## src/rtl/div_unit_pkg.sv

```systemverilog
// rtl/div_unit_pkg.sv - shared types and control codes for the execute-stage divider
//
// Purpose: state encoding of the div_unit FSM and the ALU control codes that
// the E-stage decode compares against to raise start_i for DIV/DIVU.
// Ports: none (package).

package div_unit_pkg;

  localparam int DIV_WIDTH = 32;

  // ALU control codes shared with the E-stage decode.
  localparam logic [4:0] DIV_CONTROL  = 5'b11010;
  localparam logic [4:0] DIVU_CONTROL = 5'b11011;

  typedef enum logic [1:0] {
    ST_IDLE    = 2'd0,
    ST_BUSY    = 2'd1,
    ST_DIVZERO = 2'd2,
    ST_DONE    = 2'd3
  } div_state_e;

endpackage

```

## src/rtl/div_unit.sv

```systemverilog
// rtl/div_unit.sv - multi-cycle 32-bit restoring divider for DIV/DIVU
//
// Purpose: computes quotient and remainder over 32 restoring iterations for
// HI/LO writeback; ready_o feeds the hazard unit's divider stall.
// Ports:
//   clk           rising-edge clock
//   rst           asynchronous active-high reset
//   signed_div_i  1 = DIV (signed), 0 = DIVU; sampled with start_i
//   opdata1_i     dividend
//   opdata2_i     divisor
//   start_i       DIV/DIVU present in E
//   annul_i       abandon current operation (exception flush)
//   result_o      {remainder, quotient}; [63:32] -> HI, [31:0] -> LO
//   ready_o       one-cycle pulse when result_o is valid

module div_unit
  import div_unit_pkg::*;
(
  input  logic                   clk,
  input  logic                   rst,
  input  logic                   signed_div_i,
  input  logic [DIV_WIDTH-1:0]   opdata1_i,
  input  logic [DIV_WIDTH-1:0]   opdata2_i,
  input  logic                   start_i,
  input  logic                   annul_i,
  output logic [2*DIV_WIDTH-1:0] result_o,
  output logic                   ready_o
);

  div_state_e  state_q, state_d;
  logic [4:0]  cnt_q, cnt_d;
  logic [64:0] part_q, part_d;     // {partial remainder (33b), dividend/quotient (32b)}
  logic [31:0] dvsr_q, dvsr_d;     // |divisor|
  logic        neg_quot_q, neg_quot_d;
  logic        neg_rem_q, neg_rem_d;
  logic [63:0] result_q, result_d;
  logic        ready_q, ready_d;

  logic [65:0] shifted;
  logic [33:0] trial;
  logic [64:0] step;
  logic [31:0] quot_mag;
  logic [31:0] rem_mag;
  logic [31:0] a_abs;
  logic [31:0] b_abs;

  // One restoring iteration on the current partial register.
  always_comb begin
    shifted = {part_q, 1'b0};
    trial   = shifted[65:32] - {2'b00, dvsr_q};
    if (trial[33]) begin
      step = shifted[64:0];
    end else begin
      step = {trial[32:0], shifted[31:1], 1'b1};
    end
    quot_mag = step[31:0];
    rem_mag  = step[63:32];
  end

  // |0x80000000| wraps to 0x80000000, which is the correct unsigned magnitude.
  always_comb begin
    a_abs = (signed_div_i && opdata1_i[31]) ? (~opdata1_i + 32'd1) : opdata1_i;
    b_abs = (signed_div_i && opdata2_i[31]) ? (~opdata2_i + 32'd1) : opdata2_i;
  end

  always_comb begin
    state_d    = state_q;
    cnt_d      = cnt_q;
    part_d     = part_q;
    dvsr_d     = dvsr_q;
    neg_quot_d = neg_quot_q;
    neg_rem_d  = neg_rem_q;
    result_d   = result_q;
    ready_d    = 1'b0;

    case (state_q)
      ST_IDLE: begin
        if (start_i) begin
          neg_quot_d = signed_div_i && (opdata1_i[31] ^ opdata2_i[31]);
          neg_rem_d  = signed_div_i && opdata1_i[31];
          if (opdata2_i == 32'd0) begin
            state_d = ST_DIVZERO;
          end else begin
            dvsr_d  = b_abs;
            part_d  = {33'd0, a_abs};
            cnt_d   = 5'd0;
            state_d = ST_BUSY;
          end
        end
      end

      ST_BUSY: begin
        part_d = step;
        cnt_d  = cnt_q + 5'd1;
        if (cnt_q == 5'd31) begin
          // Sign fix-up folded into the last step so result_o is registered in DONE.
          result_d = {neg_rem_q  ? (~rem_mag  + 32'd1) : rem_mag,
                      neg_quot_q ? (~quot_mag + 32'd1) : quot_mag};
          ready_d  = 1'b1;
          state_d  = ST_DONE;
        end
      end

      ST_DIVZERO: begin
        result_d = 64'd0;
        ready_d  = 1'b1;
        state_d  = ST_DONE;
      end

      ST_DONE: begin
        // start_i is still high for the same instruction; it is not re-sampled here.
        state_d = ST_IDLE;
      end

      default: begin
        state_d = ST_IDLE;
      end
    endcase

    // Flush wins over everything, including a same-cycle start_i in IDLE.
    if (annul_i) begin
      state_d  = ST_IDLE;
      ready_d  = 1'b0;
      result_d = result_q;
    end
  end

  always_ff @(posedge clk or posedge rst) begin
    if (rst) begin
      state_q    <= ST_IDLE;
      cnt_q      <= 5'd0;
      part_q     <= 65'd0;
      dvsr_q     <= 32'd0;
      neg_quot_q <= 1'b0;
      neg_rem_q  <= 1'b0;
      result_q   <= 64'd0;
      ready_q    <= 1'b0;
    end else begin
      state_q    <= state_d;
      cnt_q      <= cnt_d;
      part_q     <= part_d;
      dvsr_q     <= dvsr_d;
      neg_quot_q <= neg_quot_d;
      neg_rem_q  <= neg_rem_d;
      result_q   <= result_d;
      ready_q    <= ready_d;
    end
  end

  assign result_o = result_q;
  assign ready_o  = ready_q;

endmodule

```

## config.mk

```make
export PLATFORM = sky130hd
export DESIGN_NAME = div_unit
export DESIGN_NICKNAME = d
export VERILOG_FILES = /design/src/rtl/div_unit_pkg.sv /design/src/rtl/div_unit.sv
export SDC_FILE = /design/constraint.sdc
export NUM_CORES = 1
export LEC_CHECK = 0
export ABC_CLOCK_PERIOD_IN_PS = 12000
export CORE_ASPECT_RATIO = 0.5
export CORE_MARGIN = 4
export CORE_UTILIZATION = 58
export DETAILED_ROUTE_END_ITERATION = 7
export PLACE_DENSITY = 0.78
export SLEW_MARGIN = 40
export SYNTH_ARGS = -nofsm -noshare
export SYNTH_HDL_FRONTEND = slang
export SYNTH_SLANG_ARGS = --single-unit
```

## constraint.sdc

```tcl
create_clock -name clk -period 12 [get_ports clk]
set_input_delay 3.6 -clock clk [delete_from_list [all_inputs] [get_ports clk]]
set_output_delay 3.6 -clock clk [all_outputs]
set_load 0.01 [all_outputs]
```

-- Yosys cells after proc, flatten, opt, wreduce, memory -nomap -nowiden
Cells that the tools add are included.
- register bits: 171
- input bits: 69
- output and inout bits: 65
- logic and storage cells: 63
- add/subtract/negate cells: 6
- equal/unequal tests: 9
- mux-type cells: 21
- bitwise operators: 7
- reduce and logical (&&, ||, !) cells: 12
- operators by type and width (cell ; count):
    two-way mux 65 bit ; 3
    case mux 65 bit (2 select lines) ; 1
    adder 32 x 1 -> 32 bit, second input constant ; 4
    two-way mux 32 bit ; 4
    inverter 32 bit ; 4
    case mux 64 bit (2 select lines) ; 1
    two-way mux 64 bit ; 1
    subtractor 34 x 32 -> 34 bit ; 1
    logical NOT 32 bit ; 1
    two-way mux 5 bit ; 2
    case mux 5 bit (2 select lines) ; 1
    AND reduction 3 bit ; 3
    two-way mux 2 bit ; 4
    case mux 2 bit (4 select lines) ; 1
    != test 2 bit, second input constant ; 3
    != test 3 bit, second input constant ; 2
    adder 5 x 1 -> 5 bit, second input constant ; 1
    equality test 5 bit, second input constant ; 1
    equality test 2 bit, second input constant ; 2
    AND reduction 2 bit ; 2
    nonzero test 2 bit ; 2
    logical AND 1 bit ; 3
    equality test 2 x 1 -> 1 bit, second input constant ; 1
    logical NOT 2 bit ; 1
    other kinds (4) ; 6

-- Logic depth before layout (Yosys ltp)
- depth after elaboration: 7
- mapped depth: 24
- depth with buffers taken out: 20

-- Least setup slack after synthesis
No wires, ideal clock.
- kind: input to register
- start: in opdata1_i[13]
- end: reg part_q[29]
- setup time: 0.134 ns
- arrival: 6.339 ns
- required time: 11.866 ns
- slack: 5.527 ns
- stages: 11
- path buffers: 0
- path through: or4_4 -> or3_4 -> or4_4 -> or3_4 -> or4_4 -> nor4_4 -> a21oi_1 -> xnor2_1 -> nor2_1 -> a21oi_1 -> o21ai_0
- longest elaborated chain between the ends: 6
- ends and longest elaborated chain (what ; line ; text):
    start, declared ; div_unit.sv:22 ; input logic [DIV_WIDTH-1:0] opdata1_i,
    inverter 32 bit ; div_unit.sv:62 ; a_abs = (signed_div_i && opdata1_i[31]) ? (~opdata1_i + 32'd1) : opdata1_i;
    adder 32 x 1 -> 32 bit ; div_unit.sv:62 ;
    two-way mux 32 bit ; div_unit.sv:62 ;
    two-way mux 65 bit ; div_unit.sv:81 ; if (opdata2_i == 32'd0) begin
    two-way mux 65 bit ; div_unit.sv:78 ; if (start_i) begin
    case mux 65 bit (2 select lines) ; div_unit.sv:76 ; case (state_q)
    end signal, assigned ; div_unit.sv:141 ; part_q <= part_d;
    end, declared ; div_unit.sv:32 ; logic [64:0] part_q, part_d;
Every way passes these cells. The select of a mux whose other input is x is not followed.
A chain may end at the register's enable or synchronous reset.

-- Final worst setup path
- start: in opdata2_i[10]
- end: reg part_q[64]
- longest elaborated chain between the ends: 3
- ends and longest elaborated chain (what ; line ; text):
    start, declared ; div_unit.sv:23 ; input logic [DIV_WIDTH-1:0] opdata2_i,
    logical NOT 32 bit ; div_unit.sv:81 ;
    != test 2 bit (no source line) ; n/a ;
    AND reduction 3 bit (no source line) ; n/a ;
Every way passes these cells.

==> results by group <==
Outcome
  – Status: finished clean

Logic synthesis
  – Area contributors post-synth: dfrtp_1 (35%), xnor2_1 (5.8%), nand2_1 (5.7%)
  – Post-synth top area cell: dfrtp_1
  – Post-synth EDFFs: 0
  – Syn avg cell area: about 8.5 um^2
  – Syn Nets: 1531
  – FFs w/ async S/R, synth: 1.00
  – Mapped cell area: 12100 um^2
  – Unique masters post-synth: 92
  – Synth warn: 0
  – Sequential fraction of the synthesis area: 0.353
  – Register bit total from synthesis: about 170
  – Post-Syn Instances: around 1400
  – Top_reg_cell synth: dfrtp_1
  – Top-area cell type share of the netlist area: 0.353

Final layout
  – Cell Count, Final, Fillers Out: around 1800
  – ANT cells: 0
  – Commonest non-fill, non-tap cells in the layout: nand2_1 (185), dfrtp_1 (170), clkdlybuf4s50_1 (133)
  – Synthesis-to-finish area growth: 16.5%
  – Post-layout nets: 1615
  – Layout cells sized above 1: 0.0594
  – FILL cells: between 1500 and 2000
  – Final Util: 0.688
  – Most common cell after layout, fill and taps aside: nand2_1

STA
  – Period utilization: 0.628
  – Final number of max-transition violations: 0
  – Setup TNS: 0 ps
  – Final hold vios: 0
  – Setup Skew: between 10 and 15 ps
  – Maximum clock frequency: 133 MHz
  – RSZ-0062 raised after global routing: false
  – Period minus WS final: around 7500 ps
  – Worst-Margin Slew: between 800 and 900 ps
  – Slew margin rel.: 0.461
  – Final setup viols: 0

Worst setup path
  – Crit. End Element: flip-flop
  – Crit Path Class: input port to flip-flop
  – CP Data Required Time: around 12000 ps
  – Arrival time worst endpoint: 7870 ps
  – CP Max Fanout: approximately 130
  – Crit path launch type: input port

Global routing
  – Gr usage total: 0.289
  – Vias in the first global route: about 10000
  – First-pass GRT wire length: approximately 54 mm
  – Initial antenna violation count: 0
  – Largest net degree at the start of global routing: 128
  – Global route overflow: 0

Routing
  – Drt initial violations: ~1200
  – DRT Pass-1 Iters: 7
  – Vias per cell: between 6 and 7
  – Drc violations: 0
  – DRT Wirelength: 33.5 mm
  – Final ANT Viol Nets: 0
  – Routed len/inst: approximately 19 um
  – Total vias in the final route: around 11000

Floorplan
  – Die Ht: 110 um
  – Die footprint: approximately 23000 um^2
  – Initial Util: 0.591
  – Core box area: roughly 21000 um^2
  – Width of the die: 212 um
  – # IOs: roughly 130
  – Std cell rows: 37

Clock tree
  – CTS tree: yes
  – Setup Fix Bufs, Post-CTS: 0
  – # H-tree levels: 4
  – CTS Hold Buffers Added: 0
  – TritonCTS Buffers: 17
  – Worst-skew pair later-pin latency: roughly 450 ps
  – Clock-pin slew on the worst setup and hold paths: ~70 ps
  – TritonCTS Sinks: ~170
  – Clock buffer depth: 2
  – Root buf cell: clkbuf_16
  – Post-cts resize count: 0

Placement
  – Placed Cells: 1757
  – GP Congestion: approximately 0.9
  – Port bufs: roughly 130
  – Final HPWL DP: 25.0 mm

Hold path
  – Min-delay worst type: flip-flop to flip-flop

Power
  – Pwr dens: 217 nW/um^2
  – VDD IR max: 0.100 mV
  – Leak pwr: between 5 and 6 nW

Job
  – Max cap viols: 0
## Yosys cell counts, drive strengths merged, types with 6 or more instances
| library cell | count |
|---|---|
| nand2 | 187 |
| dfrtp | 171 |
| o21ai | 125 |
| a21oi | 111 |
| nor2 | 100 |
| xnor2 | 80 |
| a22o | 61 |
| xor2 | 58 |
| inv | 57 |
| o31ai | 56 |
| clkbuf | 50 |
| ha | 42 |
| nand3 | 33 |
| nor3 | 29 |
| buf | 26 |
| or3 | 24 |
| mux2i | 23 |
| nor4 | 18 |
| o41ai | 15 |
| or4 | 15 |
| nand2b | 13 |
| a21o | 11 |
| a31oi | 11 |
| o211ai | 11 |
| nor2b | 9 |
| a211oi | 8 |
| and3 | 7 |
| nand4 | 6 |
| o21a | 6 |
## per-stage QoR
step	hold WS (ps)	area [um^2]	total power, W	setup WS (ps)
after global routing	515	14100	0.00327	4100
final	478	14100	0.00306	4470
after CTS	482	14100	0.00305	4470
after floorplan	445	12100	0.00199	3770
after detailed placement	466	13500	0.00251	4000
after global placement	460	13500	0.00246	3950
## final cells by class
| cell class | instances | area [um^2] | share of cell area |
|---|---|---|---|
| Multi-Input combinational cell | 1115 | 7290 | 0.517 |
| Inverter | 57 | 229 | 0.0162 |
| Timing Repair Buffer | 141 | 1400 | 0.0993 |
| Sequential cell | 171 | 4280 | 0.303 |
| Tap cell | 273 | 342 | 0.0242 |
| Clock buffer | 20 | 467 | 0.0331 |
| Clock inverter | 12 | 101 | 0.00718 |
## critical path: stages
cell and delay [ps]:
clkdlybuf4s50_1 490, or4_1 570, or3_1 380, nor4_1 300, nand3_1 200, nor4_2 550, a21oi_4 100, buf_4 320
a21oi_4 180, clkbuf_8 580, a211oi_1 80, o21ai_0 190, o21ai_0 90, a22o_1 190
## per-layer routing
layer	track usage	share of wire
met2	0.432	0.42
met1	0.412	0.46
met4	0.0675	0.014
met5	0	0
met3	0.0925	0.11
## flip-flops by register name, summed over array words and instances, names as in the netlist
signal,cells
neg_rem_q,1
part_q,65
state_q,2
result_o,64
neg_quot_q,1
ready_o,1
cnt_q,5
dvsr_q,32
## power breakdown
| group | total (W) | switching, W | internal [W] |
|---|---|---|---|
| Combinational | 0.00157 | 0.000909 | 0.000658 |
| Sequential | 0.000954 | 0.000171 | 0.000782 |
| Clock | 0.000536 | 0.000249 | 0.000287 |
## path summary, 6_finish.rpt
kind / startpoint / end / slack [ps] / depth (start not counted)
min in group asynchronous: rst / part_q[26]$_DFFE_PP0P_ / 3650 / 2
min reg2reg: cnt_q[4]$_DFFE_PP0P_ / cnt_q[4]$_DFFE_PP0P_ / 480 / 2
max in group asynchronous: rst / neg_rem_q$_DFFE_PP0P_ / 7400 / 3
max reg2reg: part_q[35]$_DFFE_PP0P_ / result_o[62]$_DFFE_PP0P_ / 5770 / 18
max: opdata2_i[10] / part_q[64]$_DFFE_PP0P_ / 4470 / 14
min: cnt_q[4]$_DFFE_PP0P_ / cnt_q[4]$_DFFE_PP0P_ / 480 / 2
## kinds of logic (layout without fill, tap and decap cells)
group	after synthesis	count (layout)	share of synthesized area
adders and majority gates	43	43	0.0450
muxes	27	27	0.0227
and+or+nand+nor	464	464	0.188
DFF	171	171	0.353
buffers and inverters	133	230	0.0472
xor gates and xnor gates	138	138	0.0998
AOI/OAI and AO/OA	443	443	0.244
Note: power is estimated with default switching activity, not from simulation.
